<file path="config.mk">
export PLATFORM = sky130hd
export DESIGN_NAME = bus_downsizer
export DESIGN_NICKNAME = d
export VERILOG_FILES = /design/src/rtl/bus_downsizer.sv
export SDC_FILE = /design/constraint.sdc
export NUM_CORES = 1
export LEC_CHECK = 0
export CAP_MARGIN = 20
export CORE_ASPECT_RATIO = 1.1
export CORE_UTILIZATION = 51
export CTS_CLUSTER_SIZE = 16
export DETAILED_ROUTE_END_ITERATION = 10
export GPL_ROUTABILITY_DRIVEN = 0
export GPL_TIMING_DRIVEN = 0
export HOLD_SLACK_MARGIN = 0.12
export MAX_ROUTING_LAYER = met4
export PLACE_DENSITY = 0.84
export SETUP_SLACK_MARGIN = 0.5
export SLEW_MARGIN = 0
export SYNTH_ARGS = -nofsm -noshare
export SYNTH_HDL_FRONTEND = slang
export SYNTH_SLANG_ARGS = --single-unit
export TNS_END_PERCENT = 5
</file>
<file path="constraint.sdc">
create_clock -name clock -period 2.2 [get_ports clock]
set_clock_uncertainty 0.1 [all_clocks]
set_input_delay 0.66 -clock clock [delete_from_list [all_inputs] [get_ports clock]]
set_output_delay 0.66 -clock clock [all_outputs]
set_load 0.02 [all_outputs]
</file>
<file path="src/rtl/bus_downsizer.sv">
`default_nettype none
// ============================================================================
//  Module   : bus_downsizer
//  Purpose  : Wide-to-narrow valid/ready width converter. Each S_DATA_WIDTH
//             word is split into RATIO = S_DATA_WIDTH/M_DATA_WIDTH narrow
//             beats, most-significant slice first, with one beat per cycle
//             and no bubble between consecutive words.
//  Options  : BUS_DOWNSIZER_LAST_EN - adds output m_last, high on the final
//             beat of each wide word.
//  Revision : 1.0 - initial release
// ============================================================================
module bus_downsizer #(
  parameter int S_DATA_WIDTH = 32,
  parameter int M_DATA_WIDTH = 8
) (
  input  logic                    clock,
  input  logic                    reset,
  input  logic                    s_val,
  input  logic [S_DATA_WIDTH-1:0] s_data,
  output logic                    s_rdy,
  output logic                    m_val,
  output logic [M_DATA_WIDTH-1:0] m_data,
`ifdef BUS_DOWNSIZER_LAST_EN
  output logic                    m_last,
`endif
  input  logic                    m_rdy
);

  localparam int C_RATIO = S_DATA_WIDTH / M_DATA_WIDTH;
  localparam int C_CNT_W = (C_RATIO > 1) ? $clog2(C_RATIO) : 1;
  localparam logic [C_CNT_W-1:0] C_CNT_LAST = C_CNT_W'(C_RATIO - 1);

  localparam logic [0:0] ST_IDLE = 1'b0;
  localparam logic [0:0] ST_SEND = 1'b1;

  // Reject configurations that cannot be split into at least two whole beats.
  if ((C_RATIO < 2) || (S_DATA_WIDTH % M_DATA_WIDTH != 0)) begin : g_bad_ratio
    $error("bus_downsizer: S_DATA_WIDTH must be an integer multiple (>=2) of M_DATA_WIDTH");
  end

  logic [0:0]              r_state;
  logic [C_CNT_W-1:0]      r_cnt;
  logic [S_DATA_WIDTH-1:0] r_hold;

  logic w_last_beat;
  logic w_s_rdy;

  // Final beat of the held word is on the bus; its handshake frees the holding register.
  always_comb begin
    w_last_beat = (r_state == ST_SEND) && (r_cnt == C_CNT_LAST);
    w_s_rdy     = !reset && ((r_state == ST_IDLE) || (w_last_beat && m_rdy));
  end

  assign s_rdy  = w_s_rdy;
  assign m_val  = (r_state == ST_SEND);
  assign m_data = r_hold[S_DATA_WIDTH-1 -: M_DATA_WIDTH];

`ifdef BUS_DOWNSIZER_LAST_EN
  assign m_last = w_last_beat;
`endif

  // Word load, beat shifting and beat counting; reset discards any partial word.
  always_ff @(posedge clock or posedge reset) begin
    if (reset) begin
      r_state <= ST_IDLE;
      r_cnt   <= '0;
      r_hold  <= '0;
    end else begin
      case (r_state)
        ST_IDLE: begin
          if (s_val) begin
            r_hold  <= s_data;
            r_cnt   <= '0;
            r_state <= ST_SEND;
          end
        end
        ST_SEND: begin
          if (m_rdy) begin
            if (r_cnt != C_CNT_LAST) begin
              r_hold <= r_hold << M_DATA_WIDTH;
              r_cnt  <= r_cnt + C_CNT_W'(1);
            end else if (s_val) begin
              // Next word enters in the same cycle the last beat leaves: no bubble.
              r_hold <= s_data;
              r_cnt  <= '0;
            end else begin
              r_hold  <= r_hold << M_DATA_WIDTH;
              r_cnt   <= '0;
              r_state <= ST_IDLE;
            end
          end
        end
        default: begin
          r_state <= ST_IDLE;
          r_cnt   <= '0;
        end
      endcase
    end
  end

endmodule
`default_nettype wire

</file>
==> results.sh, run 1 <==
export IMPL_status="complete, no violations"
export IMPL_ant_nets=0
export IMPL_place_ws_ns=-0.713
export IMPL_synth_area_top_cells="dfrtp_1 53%, a21oi_1 15%, nand2_1 6.1%"
export IMPL_dieArea_sq_mm=0.00349
export IMPL_synth_compound_area_share_pct=22.1
export IMPL_dp_hpwl_um=2800
export IMPL_syn_inst=174
export IMPL_area_delta_synth_final_pct=37.8
export IMPL_required_ns=1.44
export IMPL_ctsLongestPathBuffers=2
export IMPL_setup_viol=0
export IMPL_yosys_warnings=0
export IMPL_maxCapViolCount=0
export IMPL_drv_slew=0
export IMPL_cts_tree="yes"
export IMPL_crit_arrival_ns=1.25
export IMPL_rows=21
export IMPL_hold_path_class="flop to flop"
export IMPL_cp_max_fo=2
export IMPL_rsz0062_at_grt="true"
export IMPL_synth_mux_area_fraction_pct=2.04
export IMPL_synth_most_common_cell="a21oi_1"
export IMPL_wl_um=3950
export IMPL_synth_top_family_by_area="compound AO/OA/AOI/OAI gates"
export IMPL_dp_cells=254
export IMPL_power_mw=2.39
export IMPL_clk_pin_slew_ns=0.11
export IMPL_crit_type="flop to primary output"
export IMPL_synth_top_area_share_pct=52.8
export IMPL_nets=269
export IMPL_die_y_um=61.8
export IMPL_max_slew_worst_pin_slew_ns=0.763
export IMPL_synth_area_sq_mm=0.00166
export IMPL_synthAdderAreaFrac_pct=1.51
export IMPL_power_leakage_nw=1.01
export IMPL_post_synth_and_or_nand_nor_area_fraction_pct=12.3
export IMPL_ys_ff_latch=35
export IMPL_synth_xor_area_share_pct=0
export IMPL_start_util_pct=54.0
export IMPL_power_density_mw_per_mm2=1040
export IMPL_yosysUniqueCellTypes=19
export IMPL_cts_sinks=35
export IMPL_holdPathStages=1
export IMPL_cts_hold_buf=0
export IMPL_min_delay_start="r_hold[2]"
export IMPL_crit_path_end_kind="primary output"
export IMPL_synthFlopType="dfrtp_1"
export IMPL_drt_first_iter_violations=78
export IMPL_core_sq_mm=0.00307
export IMPL_synth_edff_count=0
export IMPL_fin_crit_ns=2.01
export IMPL_clockRootBuffer="clkbuf_4"
export IMPL_synth_top_cell_by_area="dfrtp_1"
export IMPL_die_width_um=56.4
export IMPL_post_drt_wl_per_cell_um=14.8
export IMPL_route_detailed_drc=0
export IMPL_fmax_mhz=498
export IMPL_startpoint="r_cnt[0]"
export IMPL_vias=1464
export IMPL_avgSynthCellArea_sq_um=9.54
export IMPL_slew_headroom_pct=49.1
export IMPL_grt_overflow=0
export IMPL_r2r_start="r_cnt[0]"
export IMPL_cts_max_level=2
export IMPL_antennaDiodeCount=0
export IMPL_layout_drive_gt1_share_pct=18.1
export IMPL_io_pins=46
export IMPL_worst_r2r_cell_count=6
export IMPL_synth_fp_nets=212
export IMPL_first_pass_iters=4
export IMPL_avgViaCountPerCell=5.50
export IMPL_start_kind="flop"
export IMPL_grt_pass1_vias=1424
export IMPL_async_flop_share_pct=100
export IMPL_worst_slack_ns=0.193
export IMPL_clock_latency_ns=0.35
export IMPL_antenna_found_initial=0
export IMPL_grt_pass1_wl_um=6380
export IMPL_gr_usage_all_layers_pct=25.7
export IMPL_cts_buffers=5
export IMPL_ys_seq_area_share_pct=52.8
export IMPL_grt_max_degree=19
export IMPL_layout_cells_non_filler=266
export IMPL_ys_top_cells_by_count="49 x a21oi_1, 35 x dfrtp_1, 27 x nand2_1"
export IMPL_port_buffers=45
export IMPL_period_share_pct=91.2
export IMPL_final_hold_violation_count=0
export IMPL_ir_drop_mv=0.719
==> routing by layer <==
layer  wire length (um)  GRT usage (%)  vias to the layer above
met3                191           4.97                       10
met2               2080           45.6                       51
li1                   -              -                      698
met5                  0              -                        -
met4                 99           15.3                        0
met1               1580           27.4                      705
==> flip-flops by register name, indices dropped and copies added (netlist names) <==
| name | cells |
|---|---|
| r_hold | 32 |
| r_cnt | 2 |
| m_val | 1 |
==> through the flow <==
stage | utilization (%) | hold WS (ns) | area [sq um] | TNS [ns]
after CTS | 73.9 | 0.423 | 2270 | 0
after global placement | 70.4 | 0.393 | 2160 | -5.18
after global routing | 74.4 | 0.450 | 2290 | 0
final | 74.4 | 0.419 | 2290 | 0
after detailed placement | 71.3 | 0.394 | 2190 | -0.765
after floorplan | - | 0.373 | 1670 | 0
==> power breakdown <==
group / internal (mW) / total, mW / switching, mW / leakage [nW]
registers: 0.863 / 1.00 / 0.137 / 0.422
logic: 0.540 / 1.04 / 0.505 / 0.558
clock network: 0.123 / 0.343 / 0.220 / 0.0282
total: 1.53 / 2.39 / 0.862 / 1.01
==> cells in the final DEF, fill, tap and decap left out, types with 4 or more instances in the layout <==
master / n
a21oi_1: 48
nor2_1: 24
clkbuf_4: 5
clkdlybuf4s50_1: 33
buf_6: 9
nand2_1: 26
a22o_1: 8
buf_4: 14
dfrtp_1: 35
dlygate4sd2_1: 8
buf_2: 4
==> worst paths after layout <==
kind                       slack (ns)    endpoint
setup reg to reg                 0.59   r_hold[0]
min in group asynchronous        0.52  r_hold[21]
hold / removal                   0.42   r_hold[2]
setup / recovery                 0.19       s_rdy
max in group asynchronous        0.94  r_hold[25]
hold reg to reg                  0.42   r_hold[2]
==> worst max-delay path: stages (launching register included) <==
cell and delay [ns]:
dfrtp_1 0.41, ha_4 0.16, nand2_2 0.07, a21oi_4 0.13, buf_6 0.13
==> logic make-up (layout without fill, tap and decap cells) <==
family,Yosys count,count (layout)
adder cells (fa/ha/maj),2,2
flip-flops,35,35
multiplexers,2,2
buffers and inverters,20,78
AND/OR/NAND/NOR,53,53
AO/OA/AOI/OAI,62,62
==> final cells by class <==
type	count	area, sq um
flip-flops and latches	35	876
fillers	244	788
multi-input cells	119	656
repair buffers	50	497
plain buffers	19	158
well taps	34	42.5
clock buffers	6	41.3
clock inverters	2	12.5
inverters	1	3.75
==> timing repair <==
action                                  in CTS  in global routing
endpoints found under the setup margin      44                 44
gates resized for setup                     29                  6
cloned                                       0                  0
pin swaps                                    1                  1
buffers inserted                             3                  1
No activity file was read; power rests on OpenSTA's default activity.
==> run 2, diff against run 1 <==
Settings changed: CELL_PAD_IN_SITES_DETAIL_PLACEMENT set to 1, CELL_PAD_IN_SITES_GLOBAL_PLACEMENT set to 2, CORE_UTILIZATION 51 to 30, PLACE_DENSITY 0.84 to 0.83.
==> run 2 against run 1 <==
- non-clock buffer count grew 1
- final cell count grew 15%
- setup slack gained 0.11 ns
- critical path depth is the same
- sequential power is essentially flat
- utilization shrank 30 points
- die area grew 67%
- hold slack lost 0.012 ns
- clock-buffer cell count is the same
- maximum frequency grew 5.8%
==> results.sh, run 2 (synthesis gave the netlist of run 1 again) <==
export IMPL_status="complete, no violations"
export IMPL_critPathBufInv=1
export IMPL_nets=270
export IMPL_ant_nets=0
export IMPL_route_detailed_drc=0
export IMPL_final_hold_violation_count=0
export IMPL_cp_max_fo=2
export IMPL_first_pass_iters=4
export IMPL_core_sq_mm=0.00536
export IMPL_power_mw=2.47
export IMPL_hold_ws_ns=0.407
export IMPL_start_util_pct=31.0
export IMPL_post_drt_wl_per_cell_um=13.6
export IMPL_rsz0062_at_grt="true"
export IMPL_design_area_sq_mm=0.00236
export IMPL_critPathSlowestCell="dfrtp_1"
export IMPL_cts_tree="yes"
export IMPL_maxCapViolCount=0
export IMPL_final_cell_mix="48 x a21oi_1, 35 x dfrtp_1, 32 x clkdlybuf4s50_1, 26 x nand2_1, 24 x nor2_1"
export IMPL_die_y_um=80.0
export IMPL_antennaDiodeCount=0
export IMPL_max_slew_worst_pin_slew_ns=0.693
export IMPL_grt_pass1_wl_um=6890
export IMPL_die_width_um=72.9
export IMPL_dp_cells=295
export IMPL_fin_crit_ns=1.90
export IMPL_gr_usage_all_layers_pct=16.4
export IMPL_vias=1370
export IMPL_clockRootBuffer="clkbuf_8"
export IMPL_crit_arrival_ns=1.14
export IMPL_grt_max_degree=21
export IMPL_path_cells="ha_4 > nand2_2 > a21oi_4 > buf_6"
export IMPL_utilization_pct=44.1
export IMPL_clock_latency_ns=0.28
export IMPL_layout_cells_non_filler=307
export IMPL_wl_um=4190
export IMPL_ir_drop_mv=0.399
export IMPL_path_delay_family="flip-flops"
export IMPL_port_buffers=45
export IMPL_slew_headroom_pct=53.7
export IMPL_largest_register="r_hold"
export IMPL_cts_sinks=35
export IMPL_cts_buffers=5
export IMPL_power_leakage_nw=1.03
export IMPL_period_share_pct=86.2
export IMPL_start_kind="flop"
export IMPL_antenna_found_initial=0
export IMPL_slowest_delay_ns=0.39
export IMPL_fmax_mhz=527
export IMPL_clk_pin_slew_ns=0.06
export IMPL_avgViaCountPerCell=4.46
export IMPL_grt_overflow=0
export IMPL_layout_drive_gt1_share_pct=18.5
export IMPL_io_pins=46
export IMPL_cts_max_level=2
export IMPL_drv_slew=0
export IMPL_crit_type="flop to primary output"
export IMPL_hold_path_class="input pin to asynchronous set/reset pin"
export IMPL_cts_hold_buf=0
export IMPL_dp_hpwl_um=2950
export IMPL_rows=28
export IMPL_largest_reg_flops=32
export IMPL_area_delta_synth_final_pct=42.4
export IMPL_power_density_mw_per_mm2=1040
export IMPL_ctsLongestPathBuffers=2
export IMPL_worst_slack_ns=0.304
export IMPL_drt_first_iter_violations=39
export IMPL_required_ns=1.44
export IMPL_place_ws_ns=-0.690
export IMPL_setup_viol=0
export IMPL_layout_commonest_cell="a21oi_1"
export IMPL_fin_setup_tns_ns=0
export IMPL_placedInstanceArea_sq_mm=0.00224
export IMPL_crit_path_end_kind="primary output"
export IMPL_grt_pass1_vias=1425
export IMPL_dieArea_sq_mm=0.00583
[run 2: cell types whose count changed in the layout (fill, tap and decap cells not counted), sizes merged]
| cell | before | now |
|---|---|---|
| clkbuf | 6 | 7 |
| clkdlybuf4s50 | 33 | 32 |
| clkinvlp | 1 | 0 |
| dlygate4sd2 | 8 | 9 |
[run 2: power by group]
part / internal, mW / switching, mW / total [mW]
combinational: 0.513 / 0.497 / 1.01
clock: 0.245 / 0.219 / 0.465
sequential: 0.865 / 0.127 / 0.992
total: 1.62 / 0.844 / 2.47
[run 2: final timing paths]
kind / from / end / slack, ns / depth (start not counted)
worst max-delay path: r_cnt[0] / s_rdy / 0.30 / 4
worst min-delay path: reset / r_cnt[0] / 0.41 / 2
worst max register to register: r_cnt[0] / r_hold[24] / 0.49 / 7
worst min register to register: r_hold[1] / r_hold[1] / 0.41 / 1
max in group asynchronous: reset / r_hold[10] / 1.06 / 3
min in group clock: r_hold[1] / r_hold[1] / 0.41 / 1
[run 2: final cells by class]
class / count / area (sq um)
Clock inverter: 1 / 5.00
Clock buffer: 6 / 82.6
Buffer: 19 / 153
Inverter: 1 / 3.75
Fill cell: 629 / 3000
Sequential cell: 35 / 876
Tap cell: 75 / 93.8
Timing Repair Buffer: 51 / 493
Multi-Input combinational cell: 119 / 656
[run 2: worst register-to-register path, stage by stage (launching register included)]
cell	delay (ns)
dfrtp_1	0.41
ha_4	0.18
buf_4	0.13
buf_4	0.14
a21boi_4	0.19
buf_2	0.26
a21oi_1	0.10
a21oi_1	0.14
[run 2: per-layer routing]
metal | wire length (um) | vias to the layer above | GRT usage (%) | part of all wire (%)
li1 | - | 696 | - | -
met1 | 1960 | 636 | 19.9 | 47
met2 | 2030 | 33 | 27.2 | 48
met3 | 133 | 5 | 3.16 | 3.2
met4 | 70 | 0 | 5.88 | 1.7
met5 | 0 | - | - | 0
[run 2: timing repair]
item                                   in CTS  in global routing
setup endpoints to repair                  44                 30
endpoints found under the hold margin       0                  0
setup buffers                               4                  1
resized for setup                          29                  2
pin swaps                                   1                  1
==> run 3, diff against run 2 <==
Settings changed: CORE_UTILIZATION 30 to 32, CTS_BUF_LIST set to sky130_fd_sc_hd__clkbuf_4 sky130_fd_sc_hd__clkbuf_8, PLACE_DENSITY 0.83 to 0.87, REMOVE_ABC_BUFFERS set to 1, TNS_END_PERCENT 5 to not set.
==> run 3 against run 2 <==
- the run now ends with DRC left
- sequential power about the same
- combinational power decreased by 9%
- critical endpoint unchanged
- sequential cell count unchanged
- non-clock buffer count decreased by 12
- register-to-register slack improved by 0.07 ns
- wire length increased by 2.5%
==> results.sh, run 3 (synthesis gave the netlist of run 1 again) <==
export IMPL_start_util_pct=33.2
export IMPL_ctsLongestPathBuffers=2
export IMPL_area_delta_synth_final_pct=38.7
export IMPL_die_width_um=70.7
export IMPL_antenna_found_initial=0
export IMPL_nets=260
export IMPL_hold_path_class="flop to flop"
export IMPL_clock_latency_ns=0.28
export IMPL_clockRootBuffer="clkbuf_8"
export IMPL_dp_hpwl_um=2470
export IMPL_ant_nets=0
export IMPL_cts_max_level=2
export IMPL_rows=27
export IMPL_port_buffers=45
export IMPL_placedInstanceArea_sq_mm=0.00206
export IMPL_grt_overflow=0
export IMPL_final_cell_mix="48 x a21oi_1, 33 x dfrtp_1, 32 x clkdlybuf4s50_1, 26 x nand2_1, 24 x nor2_1"
export IMPL_post_drt_wl_per_cell_um=15.3
export IMPL_power_density_mw_per_mm2=1060
export IMPL_cts_hold_buf=0
export IMPL_register_area_sq_um=878
export IMPL_layout_commonest_cell="a21oi_1"
export IMPL_slew_headroom_pct=47.7
export IMPL_wl_um=4290
export IMPL_power_leakage_nw=0.993
export IMPL_rsz0062_at_grt="true"
export IMPL_max_slew_worst_pin_slew_ns=0.784
export IMPL_gr_usage_all_layers_pct=18.0
export IMPL_drv_slew=0
export IMPL_largest_register="r_hold"
export IMPL_ir_drop_mv=0.412
export IMPL_dp_cells=259
export IMPL_layout_drive_gt1_share_pct=20.6
export IMPL_antennaDiodeCount=0
export IMPL_crit_path_end_kind="primary output"
export IMPL_status="finished with violations"
export IMPL_largest_reg_flops=32
export IMPL_violations="DRC"
export IMPL_grt_pass1_wl_um=7300
export IMPL_drt_first_iter_violations=47
export IMPL_core_sq_mm=0.00500
export IMPL_period_share_pct=86.8
export IMPL_fin_crit_ns=1.91
export IMPL_setup_viol=0
export IMPL_avgViaCountPerCell=4.99
export IMPL_vias=1403
export IMPL_io_pins=46
export IMPL_route_detailed_drc=8
export IMPL_clk_pin_slew_ns=0.07
export IMPL_cp_max_fo=2
export IMPL_dieArea_sq_mm=0.00548
export IMPL_design_area_sq_mm=0.00230
export IMPL_start_kind="flop"
export IMPL_crit_arrival_ns=1.15
export IMPL_final_hold_violation_count=0
export IMPL_first_pass_iters=7
export IMPL_multiInputGateArea_sq_um=707
export IMPL_fmax_mhz=523
export IMPL_die_y_um=77.5
export IMPL_layout_cells_non_filler=281
export IMPL_required_ns=1.44
export IMPL_cts_sinks=35
export IMPL_maxCapViolCount=0
export IMPL_grt_pass1_vias=1474
export IMPL_cts_tree="yes"
export IMPL_crit_type="flop to primary output"
export IMPL_cts_buffers=5
export IMPL_nFillCells=579
export IMPL_grt_max_degree=25
## run 3: through the flow
| stage | util [%] | hold slack (ns) | power [mW] | setup slack (ns) | setup TNS, ns |
|---|---|---|---|---|---|
| floorplan | - | 0.373 | 1.47 | 0.370 | 0 |
| global placement | 40.6 | 0.389 | 1.81 | -0.689 | -20.72 |
| detailed placement | 41.2 | 0.400 | 1.85 | -0.715 | -13.79 |
| CTS | 46.8 | 0.416 | 2.50 | 0.295 | 0 |
| global route | 46.0 | 0.426 | 2.62 | 0.240 | 0 |
| finish | 46.0 | 0.412 | 2.43 | 0.290 | 0 |
## run 3: critical path: stages (launching register included)
cell and delay [ns]:
dfrtp_1 0.40, ha_4 0.16, nand2_2 0.05, a21oi_2 0.12, buf_4 0.15
## run 3: area by class of cell
| type | count | area share [%] |
|---|---|---|
| Tap cell | 58 | 3.15 |
| Clock buffer | 8 | 4.51 |
| Timing Repair Buffer | 58 | 23.3 |
| Inverter | 1 | 0.163 |
| Sequential cell | 35 | 38.2 |
| Multi-Input combinational cell | 121 | 30.7 |
## run 3: worst paths after layout
kind / start / end / slack [ns] / depth (start not counted)
setup reg to reg: r_cnt[0] / r_hold[1] / 0.56 / 5
setup / recovery: r_cnt[1] / s_rdy / 0.29 / 4
hold reg to reg: r_hold[2] / r_hold[2] / 0.41 / 1
hold / removal: r_hold[2] / r_hold[2] / 0.41 / 1
min in group asynchronous: reset / r_hold[5] / 0.53 / 2
max in group asynchronous: reset / r_hold[10] / 0.92 / 3
## run 3: per-layer routing
metal | global-route usage (%) | vias up | wire length (um)
met4 | 4.80 | 0 | 51
met3 | 4.81 | 6 | 198
li1 | - | 685 | -
met2 | 29.7 | 32 | 2080
met1 | 21.8 | 680 | 1960
met5 | - | - | 0
## run 3: timing repair
item,in CTS,in global routing
setup buffers,12,0
hold endpoints to repair,0,0
gates cloned,2,0
pin swaps,4,1
gates resized for setup,60,6
endpoints found under the setup margin,45,11
## run 3: report_power, final
part	switching (mW)	total (mW)	internal, mW
combinational	0.501	0.918	0.417
sequential	0.124	0.991	0.866
clock	0.224	0.522	0.298
total	0.849	2.43	1.58
